$ cat config.mk
export PLATFORM = sky130hd
export DESIGN_NAME = hsv_calc
export DESIGN_NICKNAME = d
export VERILOG_FILES = /design/src/rtl/hsv_calc.sv
export SDC_FILE = /design/constraint.sdc
export NUM_CORES = 1
export LEC_CHECK = 0
export CAP_MARGIN = 30
export CORE_UTILIZATION = 26
export CTS_CLUSTER_DIAMETER = 150
export DETAILED_ROUTE_END_ITERATION = 10
export PLACE_DENSITY = 0.51
export SYNTH_ARGS = -nofsm -noshare
export SYNTH_HDL_FRONTEND = slang
export SYNTH_SLANG_ARGS = --single-unit
$ cat constraint.sdc
create_clock -name clk -period 6.6 [get_ports clk]
set_clock_uncertainty 0.15 [all_clocks]
set_input_delay 0.66 -clock clk [delete_from_list [all_inputs] [get_ports clk]]
set_output_delay 0.66 -clock clk [all_outputs]
set_load 0.01 [all_outputs]
$ cat src/rtl/hsv_calc.sv
// RGB-to-HSV back end: turns (R, G, B, max, min, max index) into H/S/V with one shared restoring divider.
// Optional HSV_FASTGREY_EN: grey pixels (max==min) bypass both divisions and complete right after LOAD.
module hsv_calc #(
    parameter int DIV_BITS = 16
) (
    input  logic       clk,
    input  logic       rst,
    input  logic       in_valid,
    output logic       in_ready,
    input  logic [9:0] r,
    input  logic [9:0] g,
    input  logic [9:0] b,
    input  logic [9:0] max_val,
    input  logic [9:0] min_val,
    input  logic [1:0] max_idx,
    output logic       out_valid,
    input  logic       out_ready,
    output logic [8:0] h,
    output logic [7:0] s,
    output logic [7:0] v
);

    localparam int CNT_W = (DIV_BITS > 1) ? $clog2(DIV_BITS) : 1;

    typedef enum logic [2:0] {
        IDLE,
        LOAD,
        DIV_S,
        DIV_H,
        DONE
    } state_t;

    state_t              r_state;

    logic [7:0]          r_r;
    logic [7:0]          r_g;
    logic [7:0]          r_b;
    logic [7:0]          r_max;
    logic [7:0]          r_min;
    logic [1:0]          r_idx;

    logic [7:0]          r_delta;
    logic [7:0]          r_dmag;
    logic                r_dneg;

    logic [DIV_BITS-1:0] r_num;
    logic [7:0]          r_rem;
    logic [7:0]          r_div;
    logic [CNT_W-1:0]    r_cnt;

    logic                r_out_valid;
    logic [8:0]          r_h;
    logic [7:0]          r_s;
    logic [7:0]          r_v;

    logic [7:0]          w_delta;
    logic [8:0]          w_d;
    logic [7:0]          w_dmag;
    logic [DIV_BITS-1:0] w_num_s;
    logic [DIV_BITS-1:0] w_num_h;
    logic [8:0]          w_rem_sh;
    logic                w_ge;
    logic [7:0]          w_rem_nxt;
    logic [DIV_BITS-1:0] w_quo_nxt;
    logic                w_last;
    logic [8:0]          w_hq;
    logic [8:0]          w_h_final;
    logic                w_unused_bits;

    // Upper two bits of every channel input carry no information for 8-bit pixels.
    assign w_unused_bits = ^{r[9:8], g[9:8], b[9:8], max_val[9:8], min_val[9:8]};

    assign w_delta = r_max - r_min;

    // NOTE: always_comb gives every output a default first so no path leaves it unassigned (no latch).
    always_comb begin
        w_d = '0;
        case (r_idx)
            2'd1:    w_d = {1'b0, r_b} - {1'b0, r_r};
            2'd2:    w_d = {1'b0, r_r} - {1'b0, r_g};
            default: w_d = {1'b0, r_g} - {1'b0, r_b};
        endcase
    end

    assign w_dmag  = w_d[8] ? 8'(9'd0 - w_d) : w_d[7:0];
    assign w_num_s = DIV_BITS'(w_delta) * DIV_BITS'(255);
    assign w_num_h = DIV_BITS'(r_dmag) * DIV_BITS'(60);

    // One restoring step: shift the next numerator bit into the remainder, subtract if it fits.
    assign w_rem_sh  = {r_rem, r_num[DIV_BITS-1]};
    assign w_ge      = (w_rem_sh >= {1'b0, r_div});
    assign w_rem_nxt = w_ge ? 8'(w_rem_sh - {1'b0, r_div}) : w_rem_sh[7:0];
    assign w_quo_nxt = {r_num[DIV_BITS-2:0], w_ge};
    assign w_last    = (r_cnt == CNT_W'(DIV_BITS - 1));

    assign w_hq = w_quo_nxt[8:0];

    // Hue from the final quotient; a negative offset from red wraps into 0..359.
    always_comb begin
        w_h_final = '0;
        if (r_delta != 8'd0) begin
            case (r_idx)
                2'd1:    w_h_final = r_dneg ? (9'd120 - w_hq) : (9'd120 + w_hq);
                2'd2:    w_h_final = r_dneg ? (9'd240 - w_hq) : (9'd240 + w_hq);
                default: w_h_final = (r_dneg && (w_hq != 9'd0)) ? (9'd360 - w_hq) : w_hq;
            endcase
        end
    end

    // NOTE: sequential state uses non-blocking assignments so every register samples pre-edge values.
    always_ff @(posedge clk) begin
        if (rst) begin
            r_state     <= IDLE;
            r_r         <= '0;
            r_g         <= '0;
            r_b         <= '0;
            r_max       <= '0;
            r_min       <= '0;
            r_idx       <= '0;
            r_delta     <= '0;
            r_dmag      <= '0;
            r_dneg      <= 1'b0;
            r_num       <= '0;
            r_rem       <= '0;
            r_div       <= '0;
            r_cnt       <= '0;
            r_out_valid <= 1'b0;
            r_h         <= '0;
            r_s         <= '0;
            r_v         <= '0;
        end else begin
            case (r_state)
                IDLE: begin
                    if (in_valid) begin
                        r_r     <= r[7:0];
                        r_g     <= g[7:0];
                        r_b     <= b[7:0];
                        r_max   <= max_val[7:0];
                        r_min   <= min_val[7:0];
                        r_idx   <= max_idx;
                        r_state <= LOAD;
                    end
                end

                LOAD: begin
                    r_delta <= w_delta;
                    r_dmag  <= w_dmag;
                    r_dneg  <= w_d[8];
                    r_num   <= w_num_s;
                    r_div   <= r_max;
                    r_rem   <= '0;
                    r_cnt   <= '0;
                    r_state <= DIV_S;
`ifdef HSV_FASTGREY_EN
                    if (w_delta == 8'd0) begin
                        r_h     <= '0;
                        r_s     <= '0;
                        r_v     <= r_max;
                        r_state <= DONE;
                    end
`endif
                end

                DIV_S: begin
                    r_num <= w_quo_nxt;
                    r_rem <= w_rem_nxt;
                    r_cnt <= r_cnt + 1'b1;
                    if (w_last) begin
                        r_s     <= (r_max == 8'd0) ? 8'd0 : w_quo_nxt[7:0];
                        r_num   <= w_num_h;
                        r_div   <= r_delta;
                        r_rem   <= '0;
                        r_cnt   <= '0;
                        r_state <= DIV_H;
                    end
                end

                DIV_H: begin
                    r_num <= w_quo_nxt;
                    r_rem <= w_rem_nxt;
                    r_cnt <= r_cnt + 1'b1;
                    if (w_last) begin
                        r_h         <= w_h_final;
                        r_v         <= r_max;
                        r_out_valid <= 1'b1;
                        r_state     <= DONE;
                    end
                end

                DONE: begin
                    // The fast grey path enters DONE with out_valid still low and raises it here.
                    if (!r_out_valid) begin
                        r_out_valid <= 1'b1;
                    end else if (out_ready) begin
                        r_out_valid <= 1'b0;
                        r_state     <= IDLE;
                    end
                end

                default: r_state <= IDLE;
            endcase
        end
    end

    assign in_ready  = (r_state == IDLE) && !rst;
    assign out_valid = r_out_valid;
    assign h         = r_h;
    assign s         = r_s;
    assign v         = r_v;

endmodule

==> reports/metrics.cfg, run 1 <==
[drt]
drt-total-wl_um=27800
num_vias=8848
drc=0
first_pass_iters=8
vias_per_cell=4.85
drt-wirelength-per-cell_um=15.2
drt_iter0_drc=608
drtAntennaViolNets=0

[clock_tree]
cts_tree=done
clock_sinks=124
cts_hold_buf=0
cts.path.max_buffers=2
numCtsBuffers=17
clk_pin_slew_ps=60
htreeDepth=4
clockRootBuffer=clkbuf_16
ctsResizeCount=0
clk_latency_ps=430
post-cts-setup-buffers=0

[sta]
final_hold_viol_count=0
setup_viol=0
max_clock_freq_mhz=166
rsz0062_at_grt=false
period_share=0.910
period_needed_ps=6010
worstMarginPinSlew_ps=969
finalMaxSlewViolations=0
whs_ps=302
worst_slack_ps=593
fin_tns_setup_ps=0
max_slew_margin=0.353

[global_route]
antenna_found_initial=0
grt_pass1_vias=8521
grt_util_all_layers=0.147
grt_pass1_wl_um=45100
grt_overflow=0
grt_max_degree=67

[pwr]
sw_frac_of_total=0.479
clock_power_share=0.138
internal_power_mw=3.53
p_seq_frac=0.136
pwr-share-comb=0.726
cellLeakagePower_nw=4.69
total_power_mw=6.78
ir_worst_vdd_mv=0.708
power.switching_mw=3.25
power_density_nw_per_um2=577

[critical_path]
r2r_slack_ps=590
crit_arrival_ps=6150
slowest_delay_ps=550
cp-end-kind=flop
r2r-start=r_max[0]
rr_worst_depth=23
path_max_fanout=5
worst-endpoint-required_ps=6740
path_class=reg -> reg
regToRegEndpoint=r_num[15]
startpoint_type=flop
slowest_stage=fa_1
cp_cell_sequence=inv_1 -> ha_1 -> inv_1 -> fa_1 -> a21o_1 -> a21oi_1 -> o21bai_1 -> a21oi_1 -> xnor2_1 -> xor2_1 -> ha_1 -> fa_1 -> inv_1 -> fa_1 -> fa_1 -> inv_1 -> ha_1 -> or3_1 -> o211ai_1 -> o21ai_0 -> a31oi_1 -> xnor2_1 -> o22ai_1

[placement]
routabilityCongestion=0.818
port_buffers=72
place_ws_ps=584
dp_hpwl_um=21100

[synth]
yosysWarnings=0
synth-main-ff-cell=dfxtp_1
async_flop_share=0
synth-edff-count=0
synthCells=1258
ys_seq_area_frac=0.250
synth_seq_cells=124
ys_types=73
netlist_area_um2=9940
synth_area_per_cell_um2=7.90
syn_nets=1462

[floorplan]
io_pins=83
start_util=0.264
num_rows=71
die_h_um=198
dieArea_um2=39000
die_w_um=198
core_um2=37700

[finish]
n_fill_cell=4084
area_growth_pct=18.2
drive_above_1_share=0.0555
nNetsFinal=1506
antenna_cells=0

[min_path]
hold-path-endpoint=h[2]
hp-start=h[2]
whs_path_depth=2
hold_path_class=reg -> reg

[run_status]
outcome=complete, no violations

[job]
cap_violations=0

==> how the worst max path moves through the flow <==
| stage | start | endpoint | slack [ps] | cells after the start |
|---|---|---|---|---|
| after global routing | r_max[0] | r_num[15] | 220 | 23 |
| after CTS | r_max[1] | r_num[15] | 570 | 22 |
| after detailed placement | r_max[1] | r_num[15] | 580 | 22 |
| after global placement | r_max[1] | r_num[15] | 630 | 22 |
| final | r_max[0] | r_num[15] | 590 | 23 |
| after floorplan | r_max[0] | r_num[15] | 780 | 23 |
==> Yosys cell counts (all sizes together), types with 11 or more instances <==
master  number  area, um2
a21o        12       90.1
nand3       12       60.1
o21ai       52        268
xnor2       38        333
clkbuf      51        193
a21oi      130        654
ha         110       1380
nor2        94        358
nand2b      15       93.8
dfxtp      124       2480
xor2        25        219
fa          38        761
a221oi      16        140
nor3        23        115
a311oi      11       96.3
inv        130        488
a211oi      19        160
a22oi       16        120
nand2      170        638
a31oi       11       68.8
==> kinds of logic (layout without fill, tap and decap cells) <==
logic type	after synthesis	in the layout	synth area share
buffers and inverters	190	247	0.0726
adders and majority gates	151	151	0.218
AOI/OAI and AO/OA	327	327	0.213
DFF	124	124	0.250
muxes	4	4	0.00403
xor gates and xnor gates	63	63	0.0555
and+or+nand+nor	399	399	0.187
==> cell type report <==
| type | count | area, um2 | area share |
|---|---|---|---|
| sequential | 124 | 2480 | 0.211 |
| clock inverter | 14 | 135 | 0.0115 |
| timing repair buffer | 85 | 816 | 0.0695 |
| inverter | 130 | 488 | 0.0416 |
| clock buffer | 18 | 439 | 0.0374 |
| multi-input combinational | 944 | 6740 | 0.574 |
| tap | 511 | 639 | 0.0544 |
==> cells in the final DEF (no fill, tap or decap), drive strengths merged, types with 6 or more instances in the layout <==
cell type	Yosys	routed
and3	7	7
a21oi	130	130
a211oi	19	19
nor2b	10	10
nor2	94	94
clkbuf	51	18
ha	110	110
nand2b	15	15
nor4	8	8
o21a	9	9
a221oi	16	16
or2	10	10
a22oi	16	16
a31oi	11	11
nor3	23	23
o22ai	8	8
dfxtp	124	124
buf	9	14
xor2	25	25
and2	6	6
inv	130	136
fa	38	38
a311oi	11	11
a21o	12	12
o211ai	6	6
or3	10	10
nand2	170	170
clkdlybuf4s50	0	71
nand3	12	12
o21ai	52	52
xnor2	38	38
nand3b	10	10
o311ai	7	7
==> sequential cells by signal (all words and copies together), names as in the netlist <==
signal,cells
r_rem,8
h,9
r_state,3
out_valid,1
r_idx,2
r_div,8
r_cnt,4
v,8
r_num,16
r_b,8
r_dmag,8
s,8
r_max,8
r_min,8
r_dneg,1
r_r,8
r_delta,8
r_g,8
==> worst max-delay path: cells and delay by family, from the launching register on <==
family	cells	cell delay, ps
fa+ha+maj	7	2770
compound gates	8	1490
xor+xnor	3	500
simple gates	1	370
flops	1	350
buf+inv	4	230
==> power groups by stage <==
stage	Combinational (mW)	Sequential [mW]	Clock, mW
after floorplan	3.95	0.884	0
after global placement	4.88	0.937	0
after detailed placement	4.92	0.939	0
after CTS	4.97	0.923	0.952
after global routing	5.62	0.935	0.991
final	4.92	0.923	0.934
==> routing by layer <==
metal,up-vias,part of all wire,global-route usage
met2,198,0.44,0.225
li1,4439,-,-
met5,-,0,0
met3,23,0.046,0.0249
met1,4188,0.51,0.213
met4,0,0.011,0.0373
==> through the flow <==
stage / utilization / instances / area [um2]
global placement: 0.296 / 1793 / 11200
floorplan: - / 1258 / 9940
global route: 0.312 / 1826 / 11700
detailed placement: 0.297 / 1794 / 11200
CTS: 0.312 / 1826 / 11700
finish: 0.312 / 1826 / 11700
Power figures use the tool's default switching activity.
==> run 2: changes to the inputs <==
- clock period: 6.6 -> 5.9 ns (I/O delays scaled with it)
==> reports/metrics.cfg, run 2 (synthesis gave the netlist of run 1 again) <==
[global_route]
grt_pass1_wl_um=45900
globalRouteMet3Util=0.0225
grt_util_all_layers=0.150
grt_max_degree=85
grt_pass1_vias=8558
met2_usage=0.230
antenna_found_initial=0
grt_overflow=0
grt.busiest_layer=met2
grtUsageMet1=0.216

[pwr]
ir_worst_vdd_mv=0.913
power.switching_mw=3.91
power_density_nw_per_um2=689
total_power_mw=8.25
sw_frac_of_total=0.474
p_seq_frac=0.125
cellLeakagePower_nw=4.78
pwr-share-comb=0.747
internal_power_mw=4.34
clock_power_share=0.128

[clock_tree]
numCtsBuffers=17
clk_latency_ps=430
clk_pin_slew_ps=60
clock_sinks=124
clockRootBuffer=clkbuf_16
htreeDepth=4
cts.path.max_buffers=2
cts_hold_buf=0
cts_tree=done

[critical_path]
path_class=reg -> reg
path_max_fanout=4
startpoint_type=flop
worst-endpoint-required_ps=6030
crit_arrival_ps=5720
r2r-start=r_max[0]
rr_worst_depth=23
cp-end-kind=flop
setup.worst_path.start=r_max[0]

[finish]
layout_common_cells=nand2_1, inv_1, a21oi_1, dfxtp_1, ha_1
antenna_cells=0
largest_register=r_num
largest_reg_flops=16
drive_above_1_share=0.0807
area_growth_pct=20.5
postLayoutCellArea_um2=12000
layout_commonest_cell=nand2_1
nNetsFinal=1517
fin_util=0.318
finalNonFillerCells=1837

[sta]
finalMaxSlewViolations=0
final_hold_viol_count=0
fin_tns_setup_ps=0
max_clock_freq_mhz=179
max_slew_margin=0.330
period_needed_ps=5590
whs_ps=304
worst_slack_ps=310
period_share=0.947
worstMarginPinSlew_ps=1000
setup_viol=0

[drt]
drc=0
drt-wirelength-per-cell_um=15.3
drtAntennaViolNets=0
first_pass_iters=7
vias_per_cell=4.80
num_vias=8819
drt-total-wl_um=28100
drt_iter0_drc=566

[floorplan]
start_util=0.264
die_h_um=198
num_rows=71
core_um2=37700
die_w_um=198
dieArea_um2=39000
io_pins=83

[placement]
dp_hpwl_um=21100
routabilityCongestion=0.833
port_buffers=72
place_ws_ps=28.6
dpl.cell_count=1801
placed_area_um2=11200

[min_path]
hp-start=h[2]
whs_path_depth=2
hold_path_class=reg -> reg

[run_status]
outcome=complete, no violations

[job]
cap_violations=0

-- run 2: worst paths after layout --
kind                                  end  slack [ps]
worst max-delay path            r_num[15]         310
worst min-delay path                 h[2]         300
worst max register to register  r_num[15]         310
worst min register to register       h[2]         300
-- run 2: critical path, cell delays in order, from the launching register on --
cell and delay (ps):
dfxtp_1 310, inv_1 50, ha_1 150, inv_1 50, fa_2 350, a21o_1 220
a21oi_4 160, o21bai_1 100, a21oi_2 220, xnor2_2 180, xor2_2 200, ha_4 240
fa_1 530, inv_1 50, fa_1 500, fa_1 540, inv_1 40, ha_2 300
or3_1 360, o211ai_1 170, o21ai_2 130, a31oi_1 210, xnor2_1 130, o22ai_1 90
-- run 2: power groups by stage --
stage,Clock [mW],Combinational [mW],Sequential (mW)
final,1.05,6.16,1.03
after global routing,1.11,7.01,1.04
after CTS,1.08,5.60,1.03
after detailed placement,0,5.54,1.05
after global placement,0,5.50,1.05
after floorplan,0,4.42,0.989
-- run 2: final cells by class --
class / count / area, um2
Clock buffer: 18 / 439
Clock inverter: 14 / 135
Fill cell: 4073 / 25700
Inverter: 130 / 488
Multi-Input combinational cell: 944 / 6880
Sequential cell: 124 / 2480
Tap cell: 511 / 639
Timing Repair Buffer: 96 / 906
-- run 2: what timing repair did --
item	4_1_cts	5_1_grt
pin swaps	0	11
gates resized for setup	1	26
setup endpoints to repair	1	5
buffers inserted	0	3
-- run 2: per-layer routing --
metal	vias up	routed length, um
met4	0	319
met3	23	1050
met1	4164	14600
met5	-	0
li1	4462	-
met2	170	12200
==> run 3: changes to the inputs <==
- CORE_UTILIZATION: 26 -> 28
- GPL_TIMING_DRIVEN: not set -> 0
- PLACE_DENSITY: 0.51 -> 0.53
==> reports/metrics.cfg, run 3 (synthesis gave the netlist of run 1 again) <==
[clock_tree]
clockRootBuffer=clkbuf_16
clock_sinks=124
clk_pin_slew_ps=60
cts_hold_buf=0
numCtsBuffers=17
cts_tree=done
clk_latency_ps=430
htreeDepth=4
cts.path.max_buffers=2

[finish]
area_growth_pct=21.4
largest_reg_flops=16
drive_above_1_share=0.0749
antenna_cells=0
postLayoutCellArea_um2=12100
regArea_um2=2490
multi_input_area_um2=6910
layout_common_cells=nand2_1, inv_1, a21oi_1, dfxtp_1, ha_1
layout_commonest_cell=nand2_1
largest_register=r_num
nNetsFinal=1566
n_fill_cell=3674

[sta]
period_needed_ps=5740
max_slew_margin=0.372
final_hold_viol_count=0
setup_viol=0
max_clock_freq_mhz=174
period_share=0.974
finalMaxSlewViolations=0
rsz0062_at_grt=true
worstMarginPinSlew_ps=942

[critical_path]
crit_arrival_ps=5880
startpoint_type=flop
path_class=reg -> reg
slowest_delay_ps=550
r2r-start=r_max[2]
cp-end-kind=flop
setup.worst_path.start=r_max[2]
regToRegEndpoint=r_num[14]
cp_cell_sequence=ha_1 -> o21a_1 -> o21ai_2 -> a21oi_2 -> a211oi_4 -> buf_4 -> xnor2_4 -> xnor2_2 -> fa_1 -> inv_1 -> fa_1 -> inv_1 -> fa_1 -> inv_1 -> ha_4 -> or2_2 -> a21oi_4 -> o31ai_4 -> o41ai_2 -> xnor2_1 -> a222oi_1 -> nor2_1
path_max_fanout=5
worst-endpoint-required_ps=6030
slowest_stage=fa_1
rr_worst_depth=22
r2r_slack_ps=160

[global_route]
grt_overflow=0
grt_util_all_layers=0.169
grt_max_degree=17
antenna_found_initial=0
grt_pass1_wl_um=47500
grt_pass1_vias=8742

[placement]
dp_hpwl_um=23400
routabilityCongestion=0.860
placed_area_um2=11200
port_buffers=71

[min_path]
hold-path-endpoint=r_min[4]
hp-start=r_min[4]
whs_path_depth=2
hold_path_class=reg -> reg

[drt]
first_pass_iters=5
drt-total-wl_um=29900
num_vias=9009
drt_iter0_drc=516
drtAntennaViolNets=0
vias_per_cell=4.92
drc=0
drt-wirelength-per-cell_um=16.3

[floorplan]
die_h_um=190
die_w_um=190
dieArea_um2=36300
num_rows=68
core_um2=34700
start_util=0.286
io_pins=83

[run_status]
outcome=complete, no violations

[job]
cap_violations=0

==> run 3: cell count changes in the layout (fill, tap and decap cells not counted), moves of 3 or more <==
cell / delta
inv_6: -3
buf_1: +3
clkbuf_1: +52
buf_2: +6
inv_1: -3
buf_4: -11
==> run 3: critical path, delay by kind of cell, from the launching register on <==
family,cells,cell delay (ps)
buf+inv,4,360
xor+xnor,3,400
flops,1,460
simple gates,2,390
fa+ha+maj,5,2240
compound gates,8,1600
==> run 3: layer usage <==
| layer | wire, um | track usage | part of all wire |
|---|---|---|---|
| met5 | 0 | 0 | 0 |
| met4 | 369 | 0.0369 | 0.012 |
| met3 | 1310 | 0.0307 | 0.044 |
| met2 | 13300 | 0.270 | 0.45 |
| met1 | 14900 | 0.235 | 0.50 |
==> run 3: repair_timing <==
| item | CTS | global route |
|---|---|---|
| hold endpoints to repair | 0 | 0 |
| pin swaps | 6 | 18 |
| resized for setup | 19 | 19 |
| endpoints found under the setup margin | 7 | 6 |
| buffers inserted | 5 | 6 |
==> run 3: layout make-up <==
| type | count | share of cell area |
|---|---|---|
| Tap cell | 455 | 0.0472 |
| Multi-Input combinational cell | 944 | 0.573 |
| Clock buffer | 19 | 0.0359 |
| Clock inverter | 13 | 0.00996 |
| Sequential cell | 124 | 0.206 |
| Buffer | 60 | 0.0194 |
| Inverter | 130 | 0.0407 |
| Timing Repair Buffer | 85 | 0.0678 |
==> run 3: worst max-delay path by stage <==
stage	end	slack, ps	cells after the start
after floorplan	r_num[15]	80	23
after global placement	r_num[15]	-590	23
after detailed placement	r_num[15]	-560	23
after CTS	r_num[14]	0.6	22
after global routing	r_num[14]	-100	22
final	r_num[14]	160	22
==> run 3: stage by stage <==
stage / setup WS, ps / setup TNS (ps) / util / hold WS (ps) / std cells
after floorplan: 82.7 / 0 / - / 286 / 1258
after global placement: -591 / -2560 / 0.323 / 297 / 1784
after detailed placement: -557 / -2230 / 0.324 / 299 / 1787
after CTS: 0.648 / 0 / 0.344 / 307 / 1824
after global routing: -103 / -107 / 0.348 / 337 / 1830
final: 155 / 0 / 0.348 / 307 / 1830
Power of run 3 is not shown: default switching activity piles up to over one toggle a cycle in this logic, so the estimate is an artifact.
